File: src/rtl/ram_arb_pkg.sv
// Shared types and default sizing for the two-port RAM arbiter.
package ram_arb_pkg;

    localparam int DEFAULT_DW    = 8;
    localparam int DEFAULT_AW    = 8;
    localparam int DEFAULT_DEPTH = 32;

    typedef enum logic [1:0] {
        IDLE   = 2'd0,
        ACCESS = 2'd1,
        RDWAIT = 2'd2
    } arb_state_t;

endpackage

File: src/rtl/rr_arb2.sv
// Two-way round-robin picker; the pointer only moves when the caller commits a pick.
module rr_arb2 (
    input  logic clk,
    input  logic reset,
    input  logic req_a,
    input  logic req_b,
    input  logic update,
    output logic pick_a,
    output logic pick_b
);

    logic prefer_b_q;
    logic prefer_b_d;

    // On a tie the pointer decides; afterwards it favours whoever lost.
    always_comb begin
        pick_b     = req_b && (!req_a || prefer_b_q);
        pick_a     = req_a && !pick_b;
        prefer_b_d = prefer_b_q;
        if (update && (pick_a || pick_b)) begin
            prefer_b_d = pick_a;
        end
    end

    always_ff @(posedge clk) begin
        if (reset) begin
            prefer_b_q <= 1'b0;
        end else begin
            prefer_b_q <= prefer_b_d;
        end
    end

endmodule

File: src/rtl/ram_arbiter.sv
// Arbitrates two requesters onto one synchronous single-port RAM with registered controls.
module ram_arbiter
    import ram_arb_pkg::*;
#(
    parameter int DW    = DEFAULT_DW,
    parameter int AW    = DEFAULT_AW,
    parameter int DEPTH = DEFAULT_DEPTH
) (
    input  logic          clk,
    input  logic          reset,
    input  logic          req_a,
    input  logic          we_a,
    input  logic [AW-1:0] addr_a,
    input  logic [DW-1:0] wdata_a,
    input  logic          req_b,
    input  logic          we_b,
    input  logic [AW-1:0] addr_b,
    input  logic [DW-1:0] wdata_b,
    output logic          gnt_a,
    output logic          gnt_b,
    output logic          rvalid_a,
    output logic          rvalid_b,
    output logic [DW-1:0] rdata_a,
    output logic [DW-1:0] rdata_b,
    output logic          err_a,
    output logic          err_b,
    output logic          ram_cs,
    output logic          ram_read,
    output logic          ram_write,
    output logic [AW-1:0] ram_addr,
    output logic [DW-1:0] ram_wdata,
    input  logic [DW-1:0] ram_rdata
);

    arb_state_t    state_q, state_d;
    logic          owner_b_q, owner_b_d;
    logic          gnt_a_q, gnt_a_d, gnt_b_q, gnt_b_d;
    logic          err_a_q, err_a_d, err_b_q, err_b_d;
    logic          rvalid_a_q, rvalid_a_d, rvalid_b_q, rvalid_b_d;
    logic [DW-1:0] rdata_a_q, rdata_a_d, rdata_b_q, rdata_b_d;
    logic          ram_cs_q, ram_cs_d, ram_read_q, ram_read_d, ram_write_q, ram_write_d;
    logic [AW-1:0] ram_addr_q, ram_addr_d;
    logic [DW-1:0] ram_wdata_q, ram_wdata_d;

    logic          pick_a, pick_b, arb_update;
    logic          sel_we, sel_illegal;
    logic [AW-1:0] sel_addr;
    logic [DW-1:0] sel_wdata;

    rr_arb2 u_rr_arb2 (
        .clk    (clk),
        .reset  (reset),
        .req_a  (req_a),
        .req_b  (req_b),
        .update (arb_update),
        .pick_a (pick_a),
        .pick_b (pick_b)
    );

    // The cycle carrying an err pulse is not sampled, so the rejected requester can withdraw.
    always_comb begin
        sel_we      = pick_b ? we_b : we_a;
        sel_addr    = pick_b ? addr_b : addr_a;
        sel_wdata   = pick_b ? wdata_b : wdata_a;
        sel_illegal = int'(sel_addr) >= DEPTH;
        arb_update  = (state_q == IDLE) && !err_a_q && !err_b_q && (req_a || req_b);
    end

    always_comb begin
        state_d     = state_q;
        owner_b_d   = owner_b_q;
        gnt_a_d     = 1'b0;
        gnt_b_d     = 1'b0;
        err_a_d     = 1'b0;
        err_b_d     = 1'b0;
        rvalid_a_d  = 1'b0;
        rvalid_b_d  = 1'b0;
        rdata_a_d   = rdata_a_q;
        rdata_b_d   = rdata_b_q;
        ram_cs_d    = 1'b0;
        ram_read_d  = 1'b0;
        ram_write_d = 1'b0;
        ram_addr_d  = ram_addr_q;
        ram_wdata_d = ram_wdata_q;
        case (state_q)
            IDLE: begin
                if (arb_update) begin
                    owner_b_d = pick_b;
                    if (sel_illegal) begin
                        err_a_d = pick_a;
                        err_b_d = pick_b;
                    end else begin
                        state_d     = ACCESS;
                        gnt_a_d     = pick_a;
                        gnt_b_d     = pick_b;
                        ram_cs_d    = 1'b1;
                        ram_read_d  = !sel_we;
                        ram_write_d = sel_we;
                        ram_addr_d  = sel_addr;
                        ram_wdata_d = sel_wdata;
                    end
                end
            end
            ACCESS: begin
                state_d = ram_read_q ? RDWAIT : IDLE;
            end
            RDWAIT: begin
                state_d = IDLE;
                if (owner_b_q) begin
                    rdata_b_d  = ram_rdata;
                    rvalid_b_d = 1'b1;
                end else begin
                    rdata_a_d  = ram_rdata;
                    rvalid_a_d = 1'b1;
                end
            end
            default: begin
                state_d = IDLE;
            end
        endcase
    end

    always_ff @(posedge clk) begin
        if (reset) begin
            state_q     <= IDLE;
            owner_b_q   <= 1'b0;
            gnt_a_q     <= 1'b0;
            gnt_b_q     <= 1'b0;
            err_a_q     <= 1'b0;
            err_b_q     <= 1'b0;
            rvalid_a_q  <= 1'b0;
            rvalid_b_q  <= 1'b0;
            rdata_a_q   <= '0;
            rdata_b_q   <= '0;
            ram_cs_q    <= 1'b0;
            ram_read_q  <= 1'b0;
            ram_write_q <= 1'b0;
            ram_addr_q  <= '0;
            ram_wdata_q <= '0;
        end else begin
            state_q     <= state_d;
            owner_b_q   <= owner_b_d;
            gnt_a_q     <= gnt_a_d;
            gnt_b_q     <= gnt_b_d;
            err_a_q     <= err_a_d;
            err_b_q     <= err_b_d;
            rvalid_a_q  <= rvalid_a_d;
            rvalid_b_q  <= rvalid_b_d;
            rdata_a_q   <= rdata_a_d;
            rdata_b_q   <= rdata_b_d;
            ram_cs_q    <= ram_cs_d;
            ram_read_q  <= ram_read_d;
            ram_write_q <= ram_write_d;
            ram_addr_q  <= ram_addr_d;
            ram_wdata_q <= ram_wdata_d;
        end
    end

    assign gnt_a     = gnt_a_q;
    assign gnt_b     = gnt_b_q;
    assign err_a     = err_a_q;
    assign err_b     = err_b_q;
    assign rvalid_a  = rvalid_a_q;
    assign rvalid_b  = rvalid_b_q;
    assign rdata_a   = rdata_a_q;
    assign rdata_b   = rdata_b_q;
    assign ram_cs    = ram_cs_q;
    assign ram_read  = ram_read_q;
    assign ram_write = ram_write_q;
    assign ram_addr  = ram_addr_q;
    assign ram_wdata = ram_wdata_q;

endmodule

File: config.mk
export PLATFORM = sky130hd
export DESIGN_NAME = ram_arbiter
export DESIGN_NICKNAME = d
export VERILOG_FILES = /design/src/rtl/ram_arb_pkg.sv /design/src/rtl/rr_arb2.sv /design/src/rtl/ram_arbiter.sv
export SDC_FILE = /design/constraint.sdc
export NUM_CORES = 1
export LEC_CHECK = 0
export ABC_AREA = 0
export CAP_MARGIN = 20
export CELL_PAD_IN_SITES_DETAIL_PLACEMENT = 1
export CELL_PAD_IN_SITES_GLOBAL_PLACEMENT = 1
export CORE_ASPECT_RATIO = 0.9
export CORE_MARGIN = 5
export CORE_UTILIZATION = 40
export CTS_BUF_LIST = sky130_fd_sc_hd__clkbuf_2
export DETAILED_ROUTE_END_ITERATION = 10
export DONT_BUFFER_PORTS = 1
export PLACE_DENSITY = 0.73
export SETUP_SLACK_MARGIN = 0.02
export SYNTH_ARGS = -nofsm -noshare
export SYNTH_HDL_FRONTEND = slang
export SYNTH_SLANG_ARGS = --single-unit
File: constraint.sdc
create_clock -name clk -period 2.62 [get_ports clk]
set_clock_uncertainty 0.1 [all_clocks]
set_input_delay 0.262 -clock clk [delete_from_list [all_inputs] [get_ports clk]]
set_output_delay 0.262 -clock clk [all_outputs]
set_load 0.05 [all_outputs]
After elaboration in Yosys (flattened, before gate mapping)
Index checks and enable logic that the tools add are counted.
- $lt $le $gt $ge: 1
- eq/ne operators: 4
- mux-type cells: 10
- bitwise logic cells: 5
- reduce and logical (&&, ||, !) cells: 24
- operators with widths (cell ; number):
    $mux W8 ; 2
    $ge A8 B6 Y1 const B ; 1
    $reduce_and A2 Y1 ; 4
    $reduce_or A4 Y1 ; 2
    $logic_and A1 B1 Y1 ; 6
    $mux W2 ; 3
    $logic_not A1 Y1 ; 5
    $not A1 Y1 ; 5
    $mux W1 ; 4
    $pmux W2 S2 ; 1
    $logic_or A1 B1 Y1 ; 3
    $reduce_and A3 Y1 ; 1
    $reduce_or A3 Y1 ; 1
    $eq A2 B1 Y1 const B ; 1
    $eq A2 B2 Y1 const B ; 1
    $logic_not A2 Y1 ; 1
    $ne A2 B1 Y1 const B ; 1
    $ne A2 B2 Y1 const B ; 1
    $reduce_or A2 Y1 ; 1
- register bits: 45
- input bits: 46
- output and inout bits: 41
- word-level logic and storage cells: 60

Logic depth before layout (Yosys ltp)
- word-level depth: 8
- gate-level depth with buffers: 6
- gate-level depth less buffers: 4

By module
Synthesis repeated with hierarchy kept, for this count alone.
- cell total of the unflattened synthesis: 175
- area, all modules: 1908.1 µm²
- by module, submodules not included (module ; times used ; cells each ; area an instance (µm²) ; sequential area each (µm²)):
    ram_arbiter ; 1 ; 168 ; 1843.0 ; 880.8
    rr_arb2 ; 1 ; 7 ; 65.1 ; 20.0

Worst setup path before layout
OpenSTA, ideal clock, no wires.
- path kind: register to register
- start: reg err_a_q (netlist: err_a)
- end: reg ram_addr_q[0] (netlist: ram_addr[0])
- library setup time: 122 ps
- arrival time: 1322 ps
- setup slack: 1077 ps
- cell stages (with the launch flop): 6
- path through: dfxtp_1 nor4_4 o21a_4 o21ai_4 buf_6 mux2i_1
- longest elaborated chain between the ends: 5
- RTL lines (element ; line ; text):
    from (decl) ; ram_arbiter.sv:38 ; logic err_a_q, err_a_d, err_b_q, err_b_d;
    from (signal assigned) ; ram_arbiter.sv:145 ; err_a_q <= err_a_d;
    $logic_not A1 Y1 ; ram_arbiter.sv:66 ; arb_update = (state_q == IDLE) && !err_a_q && !err_b_q && (req_a || req_b);
    $logic_and A1 B1 Y1 (3 in a row) ; ram_arbiter.sv:66 ;
    $reduce_and A3 Y1 (no source line) ; - ;
    to (signal assigned) ; ram_arbiter.sv:154 ; ram_addr_q <= ram_addr_d;
    to (decl) ; ram_arbiter.sv:42 ; logic [AW-1:0] ram_addr_q, ram_addr_d;
Every way passes these cells.
A chain may end at the register's enable or synchronous reset.

Worst setup path after layout
- start: reg u_rr_arb2.prefer_b_q
- end: reg ram_read_q (netlist: ram_read)
- longest elaborated chain between the ends: 5
- RTL lines (element ; line ; text):
    from (decl) ; rr_arb2.sv:12 ; logic prefer_b_q;
    from (signal assigned) ; rr_arb2.sv:29 ; prefer_b_q <= prefer_b_d;
    $logic_or A1 B1 Y1 (*) ; rr_arb2.sv:17 ; pick_b = req_b && (!req_a || prefer_b_q);
    $logic_and A1 B1 Y1 (*) ; rr_arb2.sv:17 ;
    $mux W8 ; ram_arbiter.sv:63 ; sel_addr = pick_b ? addr_b : addr_a;
    $ge A8 B6 Y1 ; ram_arbiter.sv:65 ; sel_illegal = int'(sel_addr) >= DEPTH;
    $reduce_or A4 Y1 (no source line) ; - ;
    to (signal assigned) ; ram_arbiter.sv:152 ; ram_read_q <= ram_read_d;
    to (decl) ; ram_arbiter.sv:41 ; logic ram_cs_q, ram_cs_d, ram_read_q, ram_read_d, ram_write_q, ram_write_d;
Mark *: on every way between the ends. The rest lies on a longest branch, timed or not.

==> reports/results.txt <==
CTS tree = built
Post-synth cell types = 30
Die X = 82.1 µm
Remaining antenna violation count after routing = 0
Pre-CTS WS = 0.841 ns
Max-slew violations = 0
Core box area = 4490 µm²
Lkg Pwr = 0.997 nW
Antenna violations before repair = 0
Fmax = 483 MHz
Peak VDD IR = 0.283 mV
TNS Setup = 0 ns
Avg Vias per Cell = 5.39
Mean post-synth cell area = 9.79 µm²
Crit path arrival time = 2.29 ns
DR vias = 1450
Critical R2R Launch = u_rr_arb2.prefer_b_q$_SDFFE_PP0P_
Root buf cell = clkbuf_2
Most common cell after layout, fill and taps aside = dfxtp_1
Mapped Area = 1870 µm²
Syn nets = 237
Synth warnings = 0
DR WL/cell = 18.1 µm
Seq/Total Area, Yosys = 48.2%
Vias in the first global route = 1609
Port Buffers = 0
WHS Endpoint = err_b$_SDFF_PP0_
Die Ht = 74.9 µm
Clock power frac = 35.6%
Crit path kind = reg -> reg
Rel. slew slack = 46.4%
# rows = 23
Commonest non-fill, non-tap cells in the layout = 45 x dfxtp_1, 30 x mux2i_1, 20 x dlygate4sd3_1
Multi-input gate area in the final layout = 895 µm²
Slowest cell on the critical path = dlygate4sd3_1
Starting Density = 41.6%
Final Hold Fails = 0
CTS Sinks = 45
Switching Share = 24.5%
M3 GR Usage = 5.50%
CP required = 2.84 ns
Grt ovf = 0
Drt first-iter violations = 39
Fillers = 512
Final worst setup slack = 0.550 ns
Die footprint = 6140 µm²
TritonRoute pass-1 iters = 4
Worst Path Max Fanout = 27
Area Overhead vs Synth = 17.1%
HPWL Detailed = 3.50 mm
Reg-to-reg slack, setup = 0.55 ns
Share of cells above drive strength 1 = 8.70%
Worst path max stage delay = 0.58 ns
PD cells = 613 nW/µm²
Crit. End Element = flop
FF-to-FF End = ram_read$_SDFF_PP0_
Fin crit period = 2.07 ns
Clock latency on the worst-skew pair = 0.40 ns
RSZ-0062 raised after global routing = no
DRT Wirelength = 4.87 mm
Combinational share of power = 8.9%
Worst hold path type = in -> reg
Worst-path clk slew = 0.22 ns
Met1 GRT Util = 17.6%
CP cell instances = nand2b_1 -> buf_4 -> nand2_1 -> mux2i_1 -> dlygate4sd3_1 -> nor2b_1
Period utilization = 79.0%
Final #Nets = 252
Reg power frac = 55.5%
Residual DRC = 0
Final setup fails = 0
Yosys top cell area share = 48.2%
Clk buf depth = 2
Global route hottest layer = met2
Outcome = finished clean
Largest net degree at the start of global routing = 33
Post-Layout Inst Area = 2190 µm²
# diodes = 0
Final core utilization = 48.8%
Slew @ Worst Pin = 0.803 ns
FF-to-FF path depth = 6
Hold Startpoint = req_b
Worst Hold Slack = 0.0423 ns
Placed Area = 1900 µm²
GRT Total Usage = 16.5%
FF/Latch Area = 901 µm²
Worst hold path depth = 2
Synth area leader = dfxtp_1
Power Internal = 1.01 mW
H-tree levels = 2
Synth Instances = 191
Number of buffers created by CTS = 5
FF+latch count, synth = 45
I/O pin count = 87
Total of max-cap violations = 0
Net Sw Power = 0.329 mW
Gpl congestion = 0.766
First-pass GRT wire length = 7.71 mm
Crit path launch type = flop
Met2 Usage GRT = 29.8%
Synth area leaders = dfxtp_1 48%, mux2i_1 16%, and3_1 5.4%
-- cell families after synthesis --
family / count (synthesis) / synth area share, %
compound gates: 33 / 12.4
buf+inv: 17 / 4.22
flops: 45 / 48.2
mux: 30 / 16.1
simple gates: 66 / 19.1
-- critical path: cells and delay by family (launching register included) --
| family | cells | cell delay (ns) |
|---|---|---|
| and+or+nand+nor | 3 | 0.49 |
| buffers and inverters | 2 | 0.85 |
| DFF | 1 | 0.40 |
| muxes | 1 | 0.14 |
-- stage by stage --
step / instances / total power [mW]
6_report: 269 / 1.34
5_1_grt: 269 / 1.40
4_1_cts: 269 / 1.36
3_5_place_dp: 241 / 0.847
3_3_place_gp: 241 / 0.840
2_1_floorplan: 191 / 0.838
-- Yosys cell counts --
library cell   n
nor3_1         2
and2_1         1
nor4_1         1
dfxtp_1       45
nor2_1        19
clkbuf_1       9
nor3b_1        2
o21ai_4        1
and3_2         1
inv_1          3
o211ai_1       1
nand3b_1       1
buf_6          1
and4bb_2       1
o21ai_0       15
nor4_4         1
o21a_4         1
or3_4          1
and3_1        16
nor2b_1        1
buf_4          1
buf_2          3
a21oi_4        1
nand3_1        1
mux2i_1       30
nand2b_1       1
and4b_1        1
a21oi_1        1
nand2_1       16
a21boi_0      13
-- layer usage --
| layer | vias to the layer above | routed length (µm) |
|---|---|---|
| met4 | 0 | 97 |
| met3 | 9 | 428 |
| met2 | 53 | 2560 |
| met1 | 700 | 1780 |
| li1 | 688 | - |
| met5 | - | 0 |
-- layout make-up --
type,count,area share [%]
flip-flops and latches,45,41.1
multi-input cells,129,40.9
clock buffers,5,1.14
inverters,3,0.514
repair buffers,22,9.83
well taps,62,3.54
clock inverters,3,2.97
-- how the worst max path moves through the flow --
stage	from	endpoint	slack [ns]	depth (start not counted)
3_5_place_dp	u_rr_arb2.prefer_b_q$_SDFFE_PP0P_	ram_wdata[1]$_SDFFE_PP0P_	0.84	4
4_1_cts	u_rr_arb2.prefer_b_q$_SDFFE_PP0P_	ram_read$_SDFF_PP0_	0.55	6
6_report	u_rr_arb2.prefer_b_q$_SDFFE_PP0P_	ram_read$_SDFF_PP0_	0.55	6
2_1_floorplan	err_a$_SDFF_PP0_	ram_addr[0]$_SDFFE_PP0P_	1.08	5
5_1_grt	u_rr_arb2.prefer_b_q$_SDFFE_PP0P_	ram_read$_SDFF_PP0_	0.35	6
3_3_place_gp	u_rr_arb2.prefer_b_q$_SDFFE_PP0P_	ram_wdata[7]$_SDFFE_PP0P_	0.97	4
-- power groups by stage --
stage,Sequential (mW),Combinational [mW],Clock (mW)
6_report,0.745,0.120,0.478
5_1_grt,0.748,0.133,0.521
4_1_cts,0.746,0.120,0.494
3_5_place_dp,0.759,0.0883,0
3_3_place_gp,0.758,0.0824,0
2_1_floorplan,0.755,0.0831,0
-- registers in the layout (all words and copies together) (netlist names) --
signal,cells
ram_addr,8
ram_wdata,8
rdata_a,8
rdata_b,8
state_q,2
err_a,1
err_b,1
gnt_a,1
gnt_b,1
owner_b_q,1
ram_cs,1
ram_read,1
ram_write,1
rvalid_a,1
rvalid_b,1
u_rr_arb2.prefer_b_q,1
-- repair_timing --
action                                  CTS  global route
setup buffers                             0             0
endpoints found under the setup margin    0             0
hold endpoints to repair                 26             0
hold buffers                             20             0
gates resized for setup                   0             0
Note: power is estimated with default switching activity, not from simulation.
